[config.mk]
export PLATFORM = sky130hd
export DESIGN_NAME = cache_refill_unit
export DESIGN_NICKNAME = d
export VERILOG_FILES = /design/src/rtl/cache_refill_unit_pkg.sv /design/src/rtl/cache_refill_unit.sv
export SDC_FILE = /design/constraint.sdc
export NUM_CORES = 1
export LEC_CHECK = 0
export ABC_AREA = 1
export CORE_UTILIZATION = 55
export CTS_CLUSTER_SIZE = 12
export DETAILED_ROUTE_END_ITERATION = 6
export DONT_BUFFER_PORTS = 1
export PLACE_DENSITY = 0.7
export SKIP_LAST_GASP = 1
export SYNTH_ARGS = -nofsm -noshare
export SYNTH_HDL_FRONTEND = slang
export SYNTH_SLANG_ARGS = --single-unit
[constraint.sdc]
create_clock -name clk -period 2.5 [get_ports clk]
set_input_delay 0.75 -clock clk [delete_from_list [all_inputs] [get_ports clk]]
set_output_delay 0.75 -clock clk [all_outputs]
set_load 0.02 [all_outputs]
[src/rtl/cache_refill_unit_pkg.sv]
// Shared definitions for the cache refill unit and the cached data memory:
// address widths, FSM state encodings and the line-base address helper.
package cache_refill_unit_pkg;

  localparam int ADDR_W  = 14;
  localparam int WADDR_W = 10;

  localparam logic [2:0] ST_IDLE = 3'd0;
  localparam logic [2:0] ST_WB   = 3'd1;
  localparam logic [2:0] ST_RD   = 3'd2;
  localparam logic [2:0] ST_LAST = 3'd3;
  localparam logic [2:0] ST_RESP = 3'd4;

  // Byte address -> first word of its line; both the subtraction and the
  // truncation to the RAM word space wrap silently.
  function automatic logic [WADDR_W-1:0] line_base(
    input logic [ADDR_W-1:0] addr,
    input logic [ADDR_W-1:0] base_addr,
    input int                offset_bits
  );
    logic [ADDR_W-1:0]  diff;
    logic [WADDR_W-1:0] word;
    diff = addr - base_addr;
    word = diff[WADDR_W+1:2];
    return (word >> offset_bits) << offset_bits;
  endfunction

endpackage

[src/rtl/cache_refill_unit.sv]
// Cache line refill engine: optional write-back of the victim line, then a
// line fetch from block RAM. Define REFILL_STATS_EN to add fill/wb counters.
module cache_refill_unit
  import cache_refill_unit_pkg::*;
#(
  parameter int                LINE_WORDS = 4,
  parameter logic [ADDR_W-1:0] BASE_ADDR  = 14'h1000
) (
  input  logic                    clk,
  input  logic                    rst_n,
  input  logic                    req_valid,
  output logic                    req_ready,
  input  logic                    req_wb,
  input  logic [ADDR_W-1:0]       req_wb_addr,
  input  logic [32*LINE_WORDS-1:0] req_wb_data,
  input  logic [ADDR_W-1:0]       req_fill_addr,
  output logic                    resp_valid,
  output logic [32*LINE_WORDS-1:0] resp_data,
  output logic [WADDR_W-1:0]      mem_addr,
  output logic                    mem_we,
  output logic                    mem_re,
  output logic [31:0]             mem_wdata,
  input  logic [31:0]             mem_rdata,
  output logic                    busy
`ifdef REFILL_STATS_EN
  ,
  output logic [15:0]             stat_fills,
  output logic [15:0]             stat_wbs
`endif
);

  localparam int             KW        = $clog2(LINE_WORDS);
  localparam int             LINE_BITS = 32 * LINE_WORDS;
  localparam logic [KW-1:0]  K_LAST    = KW'(LINE_WORDS - 1);

  logic [2:0]           state;
  logic [KW-1:0]        k;
  logic [WADDR_W-1:0]   wb_base;
  logic [WADDR_W-1:0]   fill_base;
  logic [LINE_BITS-1:0] wb_line;
  logic [LINE_BITS-1:0] line;
  logic [WADDR_W-1:0]   k_ext;

  assign k_ext = WADDR_W'(k);

  // RAM data lags mem_re by one cycle, so RD stores word k-1 and LAST
  // picks up the final word after the read strobe has dropped.
  always_ff @(posedge clk or negedge rst_n) begin
    if (!rst_n) begin
      state     <= ST_IDLE;
      k         <= '0;
      wb_base   <= '0;
      fill_base <= '0;
      wb_line   <= '0;
      line      <= '0;
    end else begin
      case (state)
        ST_IDLE: begin
          if (req_valid) begin
            wb_base   <= line_base(req_wb_addr, BASE_ADDR, KW);
            fill_base <= line_base(req_fill_addr, BASE_ADDR, KW);
            wb_line   <= req_wb_data;
            k         <= '0;
            state     <= req_wb ? ST_WB : ST_RD;
          end
        end
        ST_WB: begin
          k <= k + 1'b1;
          if (k == K_LAST) state <= ST_RD;
        end
        ST_RD: begin
          if (k != '0) line[{k - 1'b1, 5'b0} +: 32] <= mem_rdata;
          k <= k + 1'b1;
          if (k == K_LAST) state <= ST_LAST;
        end
        ST_LAST: begin
          line[LINE_BITS-32 +: 32] <= mem_rdata;
          state                    <= ST_RESP;
        end
        ST_RESP: state <= ST_IDLE;
        default: state <= ST_IDLE;
      endcase
    end
  end

  always_comb begin
    mem_we    = 1'b0;
    mem_re    = 1'b0;
    mem_addr  = '0;
    mem_wdata = '0;
    case (state)
      ST_WB: begin
        mem_we    = 1'b1;
        mem_addr  = wb_base + k_ext;
        mem_wdata = wb_line[{k, 5'b0} +: 32];
      end
      ST_RD: begin
        mem_re   = 1'b1;
        mem_addr = fill_base + k_ext;
      end
      default: ;
    endcase
  end

  assign req_ready  = (state == ST_IDLE);
  assign busy       = (state != ST_IDLE);
  assign resp_valid = (state == ST_RESP);
  assign resp_data  = line;

`ifdef REFILL_STATS_EN
  always_ff @(posedge clk or negedge rst_n) begin
    if (!rst_n) begin
      stat_fills <= '0;
      stat_wbs   <= '0;
    end else begin
      if (state == ST_RESP && stat_fills != 16'hFFFF)
        stat_fills <= stat_fills + 16'd1;
      if (state == ST_WB && k == K_LAST && stat_wbs != 16'hFFFF)
        stat_wbs <= stat_wbs + 16'd1;
    end
  end
`endif

endmodule

# Yosys cells after proc, flatten, opt, wreduce, memory -nomap -nowiden
# Index checks and enable logic that the tools add are counted.
op_classes:
  n_addsub: 7
  multipliers: 0
  n_div: 0
  order_cmp: 0
  n_eq_ne: 9
  n_shift: 3
  mux: 14
  bitwise_logic: 0
  reduce_logical: 11
ops:
  columns: ["cell", "count"]
  rows:
  - ["128-bit bitwise mux", 1]
  - ["128-bit 2-to-1 mux", 1]
  - ["32-bit by 9-bit variable shift with 128-bit output, first input constant", 1]
  - ["128-bit by 8-bit indexed part select with 32-bit output", 1]
  - ["32-bit by 9-bit indexed part select with 128-bit output", 1]
  - ["32-bit one-hot mux with 2 select lines", 1]
  - ["32-bit 2-to-1 mux", 1]
  - ["12-bit by 1-bit subtractor with 12-bit output, second input constant", 2]
  - ["10-bit by 2-bit adder with 10-bit output", 2]
  - ["10-bit one-hot mux with 2 select lines", 1]
  - ["3-bit one-hot mux with 4 select lines", 1]
  - ["3-bit 2-to-1 mux", 3]
  - ["7-bit negation with 9-bit output", 1]
  - ["2-bit inequality test, second input constant", 4]
  - ["2-bit AND reduction", 4]
  - ["3-bit by 2-bit == test with 1-bit output, second input constant", 2]
  - ["2-bit nonzero test", 3]
  - ["2-bit 2-to-1 mux", 2]
  - ["2-bit one-hot mux with 2 select lines", 1]
  - ["3-bit by 1-bit == test with 1-bit output, second input constant", 1]
  - ["3-bit == test, second input constant", 1]
  - ["3-bit logical NOT", 1]
  - ["3-bit AND reduction", 1]
  - ["3-bit nonzero test", 1]
  - ["other kinds (5)", 6]
totals:
  regBits: 277
  latch_bits: 0
  mem_bits_rw: 0
  romBits: 0
  input_bits: 192
  out_inout_bits: 175
  word_cells: 51
  mem_count: 0

# Longest topological paths before layout
# Gate-level depths: netlist of the first run.
depth:
  ltp_word: 6
  mapped_depth: 11
  depth_no_buf: 8

# Worst setup path before layout of the first run
# No wires, ideal clock.
synth_timing:
  path_type: "register to output"
  from: "register k[0]"
  to: "output port mem_wdata[23]"
  arrival_time_ns: 1.540
  required_ns: 1.750
  path_slack_ns: 0.210
  path_stages_with_launch: 6
  path_buffers: 2
  path_cell_list: "dfrtp_1 > inv_2 > buf_2 > buf_1 > o21ai_1 > a21oi_1"
synth_between:
  elab_chain_cells: 2
synth_lines:
  columns: ["item", "line", "source"]
  rows:
  - ["start: declaration", "cache_refill_unit.sv:37", "logic [KW-1:0] k;"]
  - ["start signal: assignment", "cache_refill_unit.sv:68", "k <= k + 1'b1;"]
  - ["start signal: assignment", "cache_refill_unit.sv:73", "k <= k + 1'b1;"]
  - ["128-bit by 8-bit indexed part select with 32-bit output", "cache_refill_unit.sv:95", "mem_wdata = wb_line[{k, 5'b0} +: 32];"]
  - ["32-bit 2-to-1 mux", "cache_refill_unit.sv:91", "case (state)"]
  - ["end: declaration", "cache_refill_unit.sv:22", "output logic [31:0] mem_wdata,"]
# Every way passes these cells.

# Worst setup path after layout of the first run
layout_timing:
  from: "register state[2]"
  to: "output port mem_addr[1]"
layout_between:
  elab_chain_cells: 2
  elab_cells_between_ends: 3
  classes_between: "2 x eq/ne; 1 x mux"
layout_lines:
  columns: ["item", "line", "source"]
  rows:
  - ["start: declaration", "cache_refill_unit.sv:36", "logic [2:0] state;"]
  - ["start signal: assignment", "cache_refill_unit.sv:64", "state <= req_wb ? ST_WB : ST_RD;"]
  - ["3-bit by 2-bit == test with 1-bit output / 3-bit by 1-bit == test with 1-bit output (equally long branches)", "cache_refill_unit.sv:91", null]
  - ["10-bit one-hot mux with 2 select lines (*)", "cache_refill_unit.sv:91", null]
  - ["end: declaration", "cache_refill_unit.sv:19", "output logic [WADDR_W-1:0] mem_addr,"]
# Every way passes the cells marked *; elsewhere a longest branch is shown, timed or not.

==> out/qor.yml, run 1 <==
synthesis:
  synth-seq-area-share_pct: 54.4
  syn_inst: 1622
  syn_avg_cell_area_um2: 7.85
  yosysUniqueCellTypes: 25
  yosysWarnings: 0
  syn-cell-area_um2: 12700
  ys_ff_latch: 277
  syn_nets: 1821
setup_path:
  crit_chain: "inv_4, nand3_4, buf_12, nand2_1, inv_2, nor2_1, buf_4"
  cp.buffers_inverters: 4
  critPathCaptureType: "primary output"
  cp_slowest_cell: "dfrtp_2"
  path_delay_family: "buffers and inverters"
  r2r_cells: 10
  critical_path_arrival_ns: 1.85
  cp.depth: 7
  path_class: "reg2out"
  slowest_delay_ns: 0.42
  cp-start-kind: "flop"
  cp.required_ns: 1.75
  cp_max_fo: 22
power_and_ir_drop:
  p_seq_share_pct: 40.5
  switchingPower_w: 0.0100
  totalPowerFinal_w: 0.0227
  powerDensity_nw_per_um2: 1540
  p_sw_share_pct: 44.2
  p_clk_share_pct: 20.0
  peakVddDrop_mv: 0.795
  combPwrFrac_pct: 39.5
  p_leak_nw: 7.41
  p_int_w: 0.0126
cells_and_area:
  area.sequential_um2: 6940
  drive_gt1_share_pct: 10.7
  final_core_util_pct: 64.7
  final_common_cell: "nand2_1"
  nNetsFinal: 1838
  syn_to_final_growth_pct: 15.4
  antenna_cells: 0
  multi_input_area_um2: 4870
  final_cell_mix: "nand2_1, dfrtp_1, o21ai_1"
  n_fill_cell: 1974
clock_tree:
  htree_levels: 1
  cts_tree: "built"
  cts_buffers: 30
  cts_buffer_depth: 3
  cts_sinks: 277
  clk_latency_ns: 0.56
  root_buffer: "clkbuf_16"
  path_clk_slew_ns: 0.06
global_route:
  grt_antenna_before_repair: 0
  grt_max_degree: 278
  grt_usage_pct: 29.3
  grt_pass1_vias: 9984
  grt_pass1_wl_um: 54600
  overflow: 0
sta:
  skew_ns: 0.0171
  setup_viol: 33
  rsz0062_at_grt: "yes"
  worst_pin_slew_ns: 0.756
  whs_ns: -0.0924
  period_needed_ns: 2.60
  slew_headroom_pct: 49.6
  timing.final.crit_share_pct: 104
  fin_ws_ns: -0.100
  hold_viol: 277
  max_freq_ghz: 0.385
  finalMaxSlewViolations: 0
detailed_routing:
  route.detailed.drc: 0
  routed-wl-met3_um: 3500
  top_layer_used: "met4"
  firstDrtPassIters: 5
  wl_met2_um: 16700
  drtIter0Drc: 791
  wire_per_inst_um: 18.2
  vias_per_cell: 5.46
  wl_um: 35500
  vias: 10600
  m1WireLength_um: 14100
  ant_nets: 0
status:
  status: "finished with violations"
  violations: "negative hold slack, negative setup slack"
placement:
  place_ws_ns: 0.178
  gp_congestion: 0.830
  hpwlAfterDp_um: 21500
  placement.io_buffers: 0
floorplan:
  ios: 367
  chipWidth_um: 154
  start_util_pct: 56.1
  fp-row-count: 55
  core_area_um2: 22700
  dieArea_um2: 23800
  die_h_um: 154
min_path:
  min_path_type: "in2async"
job:
  max_cap_violations: 0
[final timing paths]
path / start / endpoint / slack [ns]
setup / recovery: state[2]$_DFFE_PN0P_ / mem_addr[1] / -0.10
hold / removal: rst_n / resp_data[35]$_DFFE_PN0P_ / -0.09
setup reg to reg: k[1]$_DFFE_PN0P_ / resp_data[117]$_DFFE_PN0P_ / 0.40
hold reg to reg: wb_line[3]$_DFFE_PN0P_ / wb_line[3]$_DFFE_PN0P_ / 0.47
max in group asynchronous: rst_n / wb_line[15]$_DFFE_PN0P_ / 2.23
min in group clk: req_wb_data[120] / wb_line[120]$_DFFE_PN0P_ / 0.30
[power groups by stage]
| stage | clock network (W) | logic, W | registers [W] |
|---|---|---|---|
| final | 0.00453 | 0.00894 | 0.00919 |
| after global routing | 0.00478 | 0.00994 | 0.00939 |
| after CTS | 0.00460 | 0.00868 | 0.00916 |
| after detailed placement | 0 | 0.00799 | 0.00921 |
| after global placement | 0 | 0.00780 | 0.00914 |
| after floorplan | 0 | 0.00585 | 0.00877 |
[cells in the mapped netlist, drive strengths merged]
library cell | count | area [um2]
a21oi | 97 | 485
dfrtp | 277 | 6930
clkbuf | 44 | 169
nor2 | 108 | 432
buf | 62 | 378
clkinv | 1 | 3.75
inv | 127 | 479
ha | 7 | 87.6
nand3 | 40 | 205
nand2 | 608 | 2300
o22ai | 8 | 50.1
o21ai | 243 | 1220
[per-layer routing]
layer,vias up,GRT usage [%]
met5,-,0
li1,5137,-
met4,0,10.6
met2,456,47.8
met3,71,9.19
met1,4964,36.6
[what timing repair did]
item / CTS / global route
hold endpoints to repair: 277 / 277
pin swaps: 5 / 7
endpoints found under the setup margin: 43 / 52
cloned: 6 / 2
buffers inserted: 5 / 4
resized for setup: 35 / 17
[logic make-up after synthesis]
kind of cell,Yosys count,share of synthesized area [%]
flip-flops,277,54.4
adder cells (fa/ha/maj),7,0.688
AND/OR/NAND/NOR,756,23.1
buffers and inverters,234,8.08
AO/OA/AOI/OAI,348,13.8
[metrics by stage]
stage | cell area (um2) | std cells | TNS, ns | hold WS [ns]
6_report | 14700 | 1946 | -1.89 | -0.0924
5_1_grt | 14700 | 1946 | -5.31 | -0.132
4_1_cts | 14600 | 1940 | -2.31 | -0.129
3_5_place_dp | 13300 | 1875 | 0 | 0.460
3_3_place_gp | 13300 | 1875 | 0 | 0.456
2_1_floorplan | 12700 | 1622 | 0 | 0.444
[worst register-to-register path, cell delays in order (launching register included)]
cell and delay (ns):
dfrtp_2 0.42, clkinv_4 0.10, buf_16 0.18, buf_4 0.16
ha_1 0.23, o21ai_0 0.22, nand2_2 0.25, buf_12 0.25
nor2_1 0.10, nand2_1 0.07, nand2_1 0.06
[flip-flops by register name, indices dropped and copies added, names as in the netlist]
signal / flops
k: 2
fill_base: 8
resp_data: 128
state: 3
wb_line: 128
wb_base: 8
[layout make-up]
cell class              count  share of cell area (%)
clock buffers              52                    6.70
clock inverters             2                   0.281
inverters                 128                    3.39
multi-input cells        1111                    33.1
flip-flops and latches    277                    47.2
well taps                 285                    2.43
repair buffers             91                    6.92
Power figures use the tool's default switching activity.
==> run 2: changes to the inputs <==
Settings changed: CORE_ASPECT_RATIO set to 1.2, HOLD_SLACK_MARGIN set to 0.15.
==> run 2 against run 1 <==
The run still ends with negative hold slack, negative setup slack left. Clock skew down 0.0074 ns. Clock power down 9.9%. Final cell count up 1.3%. Combinational power up 9.4%. Critical path depth down 1. Fmax down 2.0%. Count of clock-buffer cells in the layout down 12. Global-route usage up 0.69 points. Final area up 2.1%.
==> out/qor.yml, run 2 (synthesis gave the netlist of run 1 again) <==
status:
  status: "finished with violations"
  violations: "negative hold slack, negative setup slack"
power_and_ir_drop:
  peakVddDrop_mv: 0.845  # +6.4%
  powerDensity_nw_per_um2: 1540  # -0.39%
  switchingPower_w: 0.0103  # +3.1%
  p_leak_nw: 7.47  # +0.77%
  p_clk_share_pct: 17.7  # -2.3 points
  p_sw_share_pct: 44.8  # +0.58 points
  p_seq_share_pct: 39.9  # -0.6 points
  combPwrFrac_pct: 42.4  # +2.9 points
  p_int_w: 0.0127  # +0.68%
  totalPowerFinal_w: 0.0231  # +1.7%
cells_and_area:
  nNetsFinal: 1845  # +0.38%
  final_core_util_pct: 66.5  # +1.7 points
  drive_gt1_share_pct: 12.6  # +1.9 points
  final_cells: 1971  # +1.3%
  final_common_cell: "nand2_1"
  final_cell_mix: "nand2_1, dfrtp_1, o21ai_1"
  syn_to_final_growth_pct: 17.9
sta:
  skew_ns: 0.00970  # -0.00741 ns
  tns_ns: -3.10  # -1.21 ns
  whs_ns: -0.0938  # -0.00135 ns
  rsz0062_at_grt: "yes"
  timing.final.crit_share_pct: 106  # +2.2 points
  hold_viol: 102  # -63%
  fin_ws_ns: -0.154  # -0.0540 ns
  slew_headroom_pct: 49.6  # about the same
  setup_viol: 33  # unchanged
  worst_pin_slew_ns: 0.756  # -0.000286 ns
  period_needed_ns: 2.65  # +0.0540 ns
  max_freq_ghz: 0.377  # -2.0%
  finalMaxSlewViolations: 0  # unchanged
floorplan:
  dieArea_um2: 23800  # about the same
  core_area_um2: 22600  # -0.50%
  chipWidth_um: 141  # -8.6%
  die_h_um: 169  # +9.4%
  ios: 367  # unchanged
  fp-row-count: 60  # +9.1%
  start_util_pct: 56.4  # +0.28 points
clock_tree:
  cts_tree: "built"
  path_clk_slew_ns: 0.06  # about the same
  htree_levels: 1  # unchanged
  clk_latency_ns: 0.54  # -0.02 ns
  cts_buffers: 29  # -3.3%
  root_buffer: "clkbuf_16"
  cts_sinks: 277  # unchanged
  cts_buffer_depth: 3  # unchanged
placement:
  hpwlAfterDp_um: 21400  # -0.71%
  placement.io_buffers: 0  # unchanged
  dp_cells: 1896  # +1.1%
  gp_congestion: 0.827  # -0.36%
setup_path:
  cp-start-kind: "flop"
  crit_chain: "buf_6, buf_12, a21oi_1, o21ai_1, a21oi_1, buf_4"
  critPathCaptureType: "primary output"
  cp.required_ns: 1.75  # about the same
  r2r-start: "k[0]$_DFFE_PN0P_"
  slowest_delay_ns: 0.45  # +0.03 ns
  critical_path_arrival_ns: 1.90  # +0.05 ns
  cp_max_fo: 11  # -50%
  worstReg2RegEnd: "resp_data[117]$_DFFE_PN0P_"
  r2r_slack_ns: 0.38  # -0.02 ns
  path_class: "reg2out"
  cp_slowest_cell: "dfrtp_2"
  cp.buffers_inverters: 3  # -1
  r2r_cells: 9  # -1
  crit_top_cell: "a21oi_1"
  path_delay_family: "buffers and inverters"
global_route:
  grt_max_degree: 278  # unchanged
  grt_pass1_wl_um: 55800  # +2.2%
  overflow: 0  # unchanged
  grt_usage_pct: 29.9  # +0.69 points
  grt_pass1_vias: 10500  # +4.8%
  grt_antenna_before_repair: 1  # +1
detailed_routing:
  vias: 10600  # +0.13%
  route.detailed.drc: 0  # unchanged
  drtIter0Drc: 508  # -36%
  wl_um: 36200  # +2.1%
  firstDrtPassIters: 6  # +1
  vias_per_cell: 5.40  # -1.1%
  ant_nets: 0  # unchanged
  wire_per_inst_um: 18.4  # +0.76%
min_path:
  min_path_type: "in2async"
job:
  max_cap_violations: 0  # unchanged
## run 2: cell count changes in the layout (fill, tap and decap cells not counted), moves of 4 or more
| cell | delta |
|---|---|
| a21oi_2 | +19 |
| o22ai_1 | -5 |
| o21ai_1 | +19 |
| o21ai_0 | -21 |
| buf_6 | +12 |
| buf_4 | -13 |
| o22ai_4 | +4 |
| a21oi_1 | -20 |
| clkbuf_8 | -7 |
## run 2: layer usage
layer | wire length [um] | share of wire [%] | track usage [%]
met2 | 17800 | 49 | 51.3
met1 | 13700 | 38 | 35.2
met5 | 0 | 0 | 0
met3 | 3310 | 9.1 | 8.66
met4 | 1330 | 3.7 | 12.5
## run 2: how the worst max path moves through the flow
stage | end | cells past startpoint | start | slack (ns)
floorplan | mem_wdata[23] | 5 | k[0]$_DFFE_PN0P_ | 0.21
global placement | mem_wdata[10] | 6 | k[0]$_DFFE_PN0P_ | 0.27
detailed placement | resp_data[104]$_DFFE_PN0P_ | 9 | k[1]$_DFFE_PN0P_ | 0.25
CTS | mem_wdata[10] | 6 | k[0]$_DFFE_PN0P_ | -0.15
global route | mem_wdata[25] | 7 | k[0]$_DFFE_PN0P_ | -0.21
finish | mem_wdata[22] | 6 | k[0]$_DFFE_PN0P_ | -0.15
## run 2: through the flow
step / instance area (um2) / worst slack [ns]
3_5_place_dp: 13300 / 0.254
4_1_cts: 14700 / -0.150
6_report: 15000 / -0.154
2_1_floorplan: 12700 / 0.210
5_1_grt: 15000 / -0.209
3_3_place_gp: 13300 / 0.265
## run 2: timing repair
action	CTS	global route
setup endpoints to repair	42	40
gates resized for setup	64	69
endpoints found under the hold margin	277	277
cloned	10	2
setup buffers	16	2
pin swaps	20	28
## run 2: area by class of cell
| type | instances | area, um2 |
|---|---|---|
| Sequential cell | 277 | 6940 |
| Clock buffer | 40 | 827 |
| Antenna cell | 1 | 2.50 |
| Multi-Input combinational cell | 1111 | 5050 |
| Inverter | 128 | 503 |
| Fill cell | 1876 | 7580 |
| Clock inverter | 5 | 52.6 |
| Timing Repair Buffer | 99 | 1260 |
| Tap cell | 310 | 388 |
## run 2: power by group through the flow
| stage | Sequential, W | Combinational, W | Clock (W) |
|---|---|---|---|
| 2_1_floorplan | 0.00877 | 0.00585 | 0 |
| 3_3_place_gp | 0.00917 | 0.00767 | 0 |
| 3_5_place_dp | 0.00923 | 0.00786 | 0 |
| 4_1_cts | 0.00916 | 0.00909 | 0.00413 |
| 5_1_grt | 0.00940 | 0.0108 | 0.00432 |
| 6_report | 0.00920 | 0.00978 | 0.00408 |
